$ cat config.mk
export PLATFORM = sky130hd
export DESIGN_NAME = m_fetch
export DESIGN_NICKNAME = d
export VERILOG_FILES = /design/src/rtl/m_fetch_pkg.sv /design/src/rtl/m_ifq.sv /design/src/rtl/m_fetch.sv
export SDC_FILE = /design/constraint.sdc
export NUM_CORES = 1
export LEC_CHECK = 0
export CAP_MARGIN = 0
export CORE_UTILIZATION = 49
export DETAILED_ROUTE_END_ITERATION = 6
export GPL_TIMING_DRIVEN = 0
export HOLD_SLACK_MARGIN = 0.03
export PLACE_DENSITY = 0.77
export SETUP_SLACK_MARGIN = 0.4
export SLEW_MARGIN = 5
export SYNTH_ARGS = -nofsm -noshare
export SYNTH_HDL_FRONTEND = slang
export SYNTH_SLANG_ARGS = --single-unit
$ cat constraint.sdc
create_clock -name w_clk -period 4.8 [get_ports w_clk]
set_input_delay 1.2 -clock w_clk [delete_from_list [all_inputs] [get_ports w_clk]]
set_output_delay 1.2 -clock w_clk [all_outputs]
set_load 0.005 [all_outputs]
$ cat src/rtl/m_fetch_pkg.sv
//==============================================================================
// Module   : m_fetch_pkg
// Purpose  : Shared widths, reset PC and PC step for the fetch front end,
//            plus the {pc, ir} instruction-queue entry type.
// Revision : 1.0 - initial release
//==============================================================================
`default_nettype none

package m_fetch_pkg;

  localparam int unsigned     XLEN             = 32;
  localparam int unsigned     ILEN             = 32;
  localparam logic [XLEN-1:0] RESET_PC_DEFAULT = 32'h0000_0000;
  localparam logic [XLEN-1:0] PC_INC           = 32'd4;

  // One decoded-side queue entry: the fetch PC and the returned instruction.
  typedef struct packed {
    logic [XLEN-1:0] pc;
    logic [ILEN-1:0] ir;
  } ifq_entry_t;

endpackage

`default_nettype wire

$ cat src/rtl/m_ifq.sv
//==============================================================================
// Module   : m_ifq
// Purpose  : Small synchronous FIFO with flush; head is read straight from
//            registered storage. Used as instruction queue and PC FIFO.
// Revision : 1.0 - initial release
//==============================================================================
`default_nettype none

module m_ifq #(
  parameter  int DEPTH = 2,
  parameter  int WIDTH = 64,
  localparam int CW    = $clog2(DEPTH + 1),
  localparam int PW    = (DEPTH > 1) ? $clog2(DEPTH) : 1
) (
  input  logic             clk,
  input  logic             rst,
  input  logic             i_flush,
  input  logic             i_push,
  input  logic [WIDTH-1:0] i_data,
  input  logic             i_pop,
  output logic [WIDTH-1:0] o_data,
  output logic             o_full,
  output logic             o_empty,
  output logic [CW-1:0]    o_count
);

  logic [WIDTH-1:0] r_mem [DEPTH];
  logic [PW-1:0]    r_rd_q, r_wr_q, w_rd_d, w_wr_d;
  logic [CW-1:0]    r_cnt_q, w_cnt_d;
  logic             w_do_push, w_do_pop;

  // Pointer advance with wrap for depths that are not a power of two.
  function automatic logic [PW-1:0] f_next(input logic [PW-1:0] p);
    return (p == PW'(DEPTH - 1)) ? '0 : p + 1'b1;
  endfunction

  assign o_full    = (r_cnt_q == CW'(DEPTH));
  assign o_empty   = (r_cnt_q == '0);
  assign o_count   = r_cnt_q;
  assign o_data    = r_mem[r_rd_q];
  // A push into a full queue is accepted only when the head leaves the same cycle.
  assign w_do_pop  = i_pop & ~o_empty;
  assign w_do_push = i_push & (~o_full | w_do_pop);

  // Next pointers and occupancy; flush empties the queue and wins over push/pop.
  always_comb begin
    w_rd_d  = r_rd_q;
    w_wr_d  = r_wr_q;
    w_cnt_d = r_cnt_q;
    if (i_flush) begin
      w_rd_d  = '0;
      w_wr_d  = '0;
      w_cnt_d = '0;
    end else begin
      if (w_do_push) w_wr_d = f_next(r_wr_q);
      if (w_do_pop)  w_rd_d = f_next(r_rd_q);
      case ({w_do_push, w_do_pop})
        2'b10:   w_cnt_d = r_cnt_q + 1'b1;
        2'b01:   w_cnt_d = r_cnt_q - 1'b1;
        default: w_cnt_d = r_cnt_q;
      endcase
    end
  end

  // Pointer and occupancy registers.
  always_ff @(posedge clk) begin
    if (rst) begin
      r_rd_q  <= '0;
      r_wr_q  <= '0;
      r_cnt_q <= '0;
    end else begin
      r_rd_q  <= w_rd_d;
      r_wr_q  <= w_wr_d;
      r_cnt_q <= w_cnt_d;
    end
  end

  // Entry storage; cleared on reset so an empty queue presents zeros.
  always_ff @(posedge clk) begin
    if (rst) begin
      for (int i = 0; i < DEPTH; i++) r_mem[i] <= '0;
    end else if (w_do_push && !i_flush) begin
      r_mem[r_wr_q] <= i_data;
    end
  end

endmodule

`default_nettype wire

$ cat src/rtl/m_fetch.sv
//==============================================================================
// Module   : m_fetch
// Purpose  : Instruction fetch stage: credit-limited memory requests, in-order
//            PC pairing, instruction queue to decode, redirect with drain.
// Revision : 1.0 - initial release
//==============================================================================
`default_nettype none

module m_fetch
  import m_fetch_pkg::*;
#(
  parameter logic [XLEN-1:0] RESET_PC = RESET_PC_DEFAULT,
  parameter int              QDEPTH   = 2
) (
  input  logic            w_clk,
  input  logic            w_rst,
  input  logic            w_redir,
  input  logic [XLEN-1:0] w_redir_pc,
  output logic            w_imem_req,
  output logic [XLEN-1:0] w_imem_addr,
  input  logic            w_imem_gnt,
  input  logic            w_imem_rvalid,
  input  logic [ILEN-1:0] w_imem_rdata,
  output logic            w_dec_valid,
  output logic [XLEN-1:0] w_dec_pc,
  output logic [ILEN-1:0] w_dec_ir,
  input  logic            w_dec_ready
);

  localparam int CW = $clog2(QDEPTH + 1);

  logic [XLEN-1:0] r_pc_q, w_pc_d;
  logic [CW-1:0]   r_drop_q, w_drop_d;
  logic [CW-1:0]   w_out_cnt, w_iq_cnt;
  logic [CW:0]     w_inflight;
  logic [XLEN-1:0] w_rsp_pc;
  logic            w_pcq_full, w_pcq_empty, w_iq_full, w_iq_empty;
  logic            w_grant, w_drop_rsp, w_enq, w_deq;
  ifq_entry_t      w_iq_wdata, w_iq_head;
  logic            w_unused_lsb;

  assign w_unused_lsb = ^w_redir_pc[1:0];

  // Outstanding requests (including ones that will be dropped) plus queued
  // instructions never exceed the queue depth, so every response has a slot.
  assign w_inflight  = {1'b0, w_out_cnt} + {1'b0, w_iq_cnt};
  assign w_imem_req  = ~w_rst & ~w_redir & (w_inflight < (CW+1)'(QDEPTH));
  assign w_imem_addr = r_pc_q;
  assign w_grant     = w_imem_req & w_imem_gnt;

  // Responses are discarded in the redirect cycle and while stale ones drain.
  assign w_drop_rsp  = w_imem_rvalid & (w_redir | (r_drop_q != '0));
  assign w_enq       = w_imem_rvalid & ~w_drop_rsp;
  assign w_deq       = w_dec_valid & w_dec_ready;
  assign w_iq_wdata  = '{pc: w_rsp_pc, ir: w_imem_rdata};

  assign w_dec_valid = ~w_rst & ~w_iq_empty;
  assign w_dec_pc    = w_rst ? '0 : w_iq_head.pc;
  assign w_dec_ir    = w_rst ? '0 : w_iq_head.ir;

  // PC of every request in flight, popped as its response returns.
  m_ifq #(.DEPTH(QDEPTH), .WIDTH(XLEN)) u_pcq (
    .clk     (w_clk),
    .rst     (w_rst),
    .i_flush (1'b0),
    .i_push  (w_grant),
    .i_data  (r_pc_q),
    .i_pop   (w_imem_rvalid),
    .o_data  (w_rsp_pc),
    .o_full  (w_pcq_full),
    .o_empty (w_pcq_empty),
    .o_count (w_out_cnt)
  );

  // Instruction queue feeding decode; a redirect empties it.
  m_ifq #(.DEPTH(QDEPTH), .WIDTH($bits(ifq_entry_t))) u_iq (
    .clk     (w_clk),
    .rst     (w_rst),
    .i_flush (w_redir),
    .i_push  (w_enq),
    .i_data  (w_iq_wdata),
    .i_pop   (w_deq),
    .o_data  (w_iq_head),
    .o_full  (w_iq_full),
    .o_empty (w_iq_empty),
    .o_count (w_iq_cnt)
  );

  // Next fetch PC and drop count; a redirect marks everything still in flight as stale.
  always_comb begin
    w_pc_d   = r_pc_q;
    w_drop_d = r_drop_q;
    if (w_redir) begin
      w_pc_d   = {w_redir_pc[XLEN-1:2], 2'b00};
      w_drop_d = w_out_cnt - CW'(w_imem_rvalid);
    end else begin
      if (w_grant)    w_pc_d   = r_pc_q + PC_INC;
      if (w_drop_rsp) w_drop_d = r_drop_q - 1'b1;
    end
  end

  // Fetch PC and drop counter registers.
  always_ff @(posedge w_clk) begin
    if (w_rst) begin
      r_pc_q   <= RESET_PC;
      r_drop_q <= '0;
    end else begin
      r_pc_q   <= w_pc_d;
      r_drop_q <= w_drop_d;
    end
  end

  a_iq_no_overflow: assert property (@(posedge w_clk) disable iff (w_rst)
    !(w_imem_rvalid && w_iq_full));
  a_rsp_has_req: assert property (@(posedge w_clk) disable iff (w_rst)
    !(w_imem_rvalid && w_pcq_empty));
  a_pcq_room: assert property (@(posedge w_clk) disable iff (w_rst)
    !(w_grant && w_pcq_full));

endmodule

`default_nettype wire

==> summary.txt, run 1 <==
Cells and area
  – Final Instance Area: 13,100 um2
  – Commonest cells after routing, fill and taps aside: edfxtp_1 (184), nor2_1 (161), clkdlybuf4s50_1 (161), and2_1 (118), mux2i_1 (95)
  – Number of antenna diodes: 0
  – Final #Nets: 1,128
  – Filler cell count in the final layout: 1,560
  – Commonest non-fill, non-tap cell in the layout: edfxtp_1
  – Area grow syn2layout: 27.5%
  – Non-filler instance count after layout: 1,338
  – Share of cells above drive strength 1: 6.37%

Setup path
  – Crit-path slowest cell: clkdlybuf4s50_1
  – Crit-path max FO: 9
  – Reg2reg start: u_pcq.o_count[0]$_SDFFE_PP0P_
  – Reg2reg path depth: 9
  – Crit-path leading delay family: buffers and inverters
  – CP startpoint: w_redir
  – CP required: 3.60 ns
  – Most Frequent Cell on Critical Path: clkdlybuf4s50_1
  – Critical Path Max Stage Delay: 0.54 ns
  – Setup slack, reg-to-reg: 0.95 ns
  – Crit path buf inv count: 3
  – WS Path Type: in2out
  – Critical Path Source Type: primary input
  – Worst path cell trace: clkdlybuf4s50_1, or2_2, clkbuf_1, nor3_1, clkdlybuf4s50_1
  – Critical path arrival: 3.03 ns
  – CP endpoint kind: output port
  – Worst R2R End: u_pcq.r_mem[1][20]$_SDFFCE_PN0P_

Pwr
  – Cell Pwr Density: 360 nW/um2
  – Switching Share: 22.0%
  – Combinational share of power: 10.9%
  – Static leakage: 4.50 nW
  – NetSw: 1.04 mW
  – Peak VDD IR: 0.228 mV
  – Internal Dissipation: 3.68 mW
  – Clk pwr share: 40.3%
  – Seq pwr share: 48.8%

Clocking
  – Clock-pin slew on the worst setup and hold paths: 0.06 ns
  – Clk_lat worst skew: 0.49 ns
  – CTS tree: built
  – CTS sink count: 226
  – Setup bufs post-CTS: 0
  – CTS max path bufs: 3
  – H-tree levels: 1
  – Number of buffers created by CTS: 23
  – Clk root buf: clkbuf_16

GRT
  – First-pass GRT wire length: 35,900 um
  – GRT overflow: 0
  – Tot GR Track Use: 21.1%
  – Initial antenna violation count: 0
  – Largest net degree at the start of global routing: 63
  – Vias in the first global route: 7,030

Worst hold path
  – Hold path cells: 2
  – Min-Delay Endpoint: u_iq.r_rd_q$_SDFFE_PP0P_
  – Hold Crit Class: reg2reg
  – Hold path start: u_iq.r_rd_q$_SDFFE_PP0P_

Yosys
  – Sequential element share of the synthesized area: 61.9%
  – Yosys warns: 0
  – Post-Synthesis Cells: 862
  – Post-synth EDFFs: 184
  – Yosys reg bits: 226
  – FFs w/ async S/R, synth: 0%
  – Syn avg cell area: 11.9 um2
  – Most used DFF post-synth: edfxtp_1
  – Library cells used by synthesis: 52
  – Post-Syn Area: 10,300 um2

Timing
  – Slew Viols, Final: 0
  – RSZ-0062 raised after global routing: false
  – Final setup violation count: 0
  – Final hold violation count: 0
  – Worst-Margin Slew: 0.941 ns
  – Max Freq: 0.236 GHz
  – Setup Skew: 0.00859 ns
  – Slew margin rel.: 36.7%
  – Tcrit/Tclk final: 88.1%
  – Tmin final: 4.23 ns
  – Post-Route Setup TNS: 0 ns

Drt
  – DRT Wirelength: 22,500 um
  – First-pass iteration count of the detailed router: 6
  – Antenna-violating nets left: 0
  – Vias per inst: 5.24
  – WL/cell: 16.8 um
  – Via count: 7,017
  – Drt drc: 0
  – Iter 0 DRT Violations: 459

Outcome
  – Outcome: complete, no violations

Floorplan
  – Chip height: 147 um
  – Full die area: 21,600 um2
  – Row cnt: 52
  – Core ar.: 20,400 um2
  – Starting density of the core: 50.4%
  – Die Wd: 147 um
  – Ports: 168

Flow run
  – Max-cap violation count: 0

Place
  – Placed Instance Area: 12,300 um2
  – Inst Count DP: 1,298
  – DP HPWL: 15,700 um
  – IO Port Bufs: 161
  – Routability Congestion: 0.897
==> cells by family after synthesis <==
family	Yosys count	synth area share (%)
simple gates	379	18.8
flops	226	61.9
mux	96	9.35
buf+inv	66	2.89
compound gates	58	3.71
xor+xnor	30	2.55
fa+ha+maj	6	0.803
other cells	1	0.0364
==> registers in the layout, indices dropped and copies added (netlist names), named ones only <==
signal	cells
u_iq.r_mem	124
u_pcq.r_mem	60
w_imem_addr	30
r_drop_q	2
u_iq.o_count	2
u_pcq.o_count	2
u_iq.r_rd_q	1
u_iq.r_wr_q	1
u_pcq.r_rd_q	1
u_pcq.r_wr_q	1
==> what timing repair did <==
item / 4_1_cts / 5_1_grt
endpoints found under the setup margin: 62 / 0
gates resized for setup: 1 / 0
hold buffers: 0 / 0
==> worst max path at each step <==
| stage | endpoint | depth (start not counted) | slack (ns) |
|---|---|---|---|
| after global routing | w_imem_req | 5 | 0.45 |
| after CTS | w_imem_req | 5 | 0.55 |
| final | w_imem_req | 5 | 0.57 |
| after detailed placement | w_dec_pc[31] | 6 | -0.28 |
| after floorplan | u_iq.r_mem[0][0]$_SDFFCE_PN0P_ | 4 | 0.96 |
| after global placement | u_iq.r_mem[0][42]$_SDFFCE_PN0P_ | 5 | -0.52 |
==> cell type report <==
| cell class | instances | area, um2 | share of cell area, % |
|---|---|---|---|
| timing repair buffer | 163 | 1650 | 12.6 |
| tap | 270 | 338 | 2.57 |
| sequential | 226 | 6370 | 48.5 |
| inverter | 9 | 33.8 | 0.257 |
| multi-input combinational | 573 | 3660 | 27.9 |
| clock inverter | 17 | 230 | 1.75 |
| clock buffer | 24 | 579 | 4.42 |
| buffer | 56 | 262 | 1.99 |
==> worst min-delay path: stages (launching register included) <==
cell and delay (ns):
dfxtp_1 0.32, xnor2_1 0.09, nor2_1 0.08
==> per-layer routing <==
layer | share of wire [%] | GRT usage, % | up-vias
met5 | 0 | 0 | -
met4 | 2.1 | 5.93 | 0
met3 | 6.2 | 3.04 | 42
met2 | 48 | 35.1 | 248
met1 | 44 | 29.1 | 3314
li1 | - | - | 3413
==> power by group through the flow <==
stage	Sequential, mW	Clock (mW)	Combinational (mW)
global placement	2.34	0	0.500
floorplan	2.32	0	0.276
CTS	2.30	1.92	0.518
global route	2.31	2.00	0.563
detailed placement	2.34	0	0.514
finish	2.30	1.90	0.515
==> cell usage after synthesis (3+ instances only) <==
cell type,number,share of area (%)
and2_1,118,7.2
a211oi_1,16,1.2
nor3_2,3,0.29
nand3_1,12,0.58
buf_6,4,0.44
a311oi_1,3,0.26
nand2b_1,3,0.18
clkbuf_1,41,1.5
and3_1,4,0.24
inv_1,9,0.33
or2_2,3,0.18
xnor2_1,22,1.9
nand4_1,9,0.55
edfxtp_1,184,54
o21ai_0,11,0.53
mux2i_1,95,9.2
or3_1,5,0.30
a21oi_1,13,0.63
dfxtp_1,42,8.2
buf_4,5,0.36
buf_1,6,0.22
nand2_1,25,0.91
ha_1,5,0.61
nor4_1,5,0.30
nor3_1,14,0.68
nor2_1,161,5.9
and4_1,3,0.26
xor2_1,8,0.68
==> metrics by stage <==
stage / power [mW] / hold slack (ns) / setup WS, ns / utilization [%]
finish: 4.72 / 0.523 / 0.571 / 64.2
global route: 4.87 / 0.575 / 0.449 / 64.2
CTS: 4.73 / 0.531 / 0.554 / 64.2
detailed placement: 2.86 / 0.508 / -0.281 / 60.3
global placement: 2.84 / 0.500 / -0.521 / 60.0
floorplan: 2.60 / 0.481 / 0.958 / -
No activity file was read; power rests on OpenSTA's default activity.
==> inputs of run 2 (changes only) <==
--- a/config.mk
+++ b/config.mk
@@ -7,6 +7,7 @@
 export LEC_CHECK = 0
 export CAP_MARGIN = 0
 export CORE_UTILIZATION = 49
+export CTS_CLUSTER_DIAMETER = 150
 export DETAILED_ROUTE_END_ITERATION = 6
 export GPL_TIMING_DRIVEN = 0
 export HOLD_SLACK_MARGIN = 0.03
==> results of run 2 <==
Same layout as run 1: the final DEF is identical, and so are final timing and power.
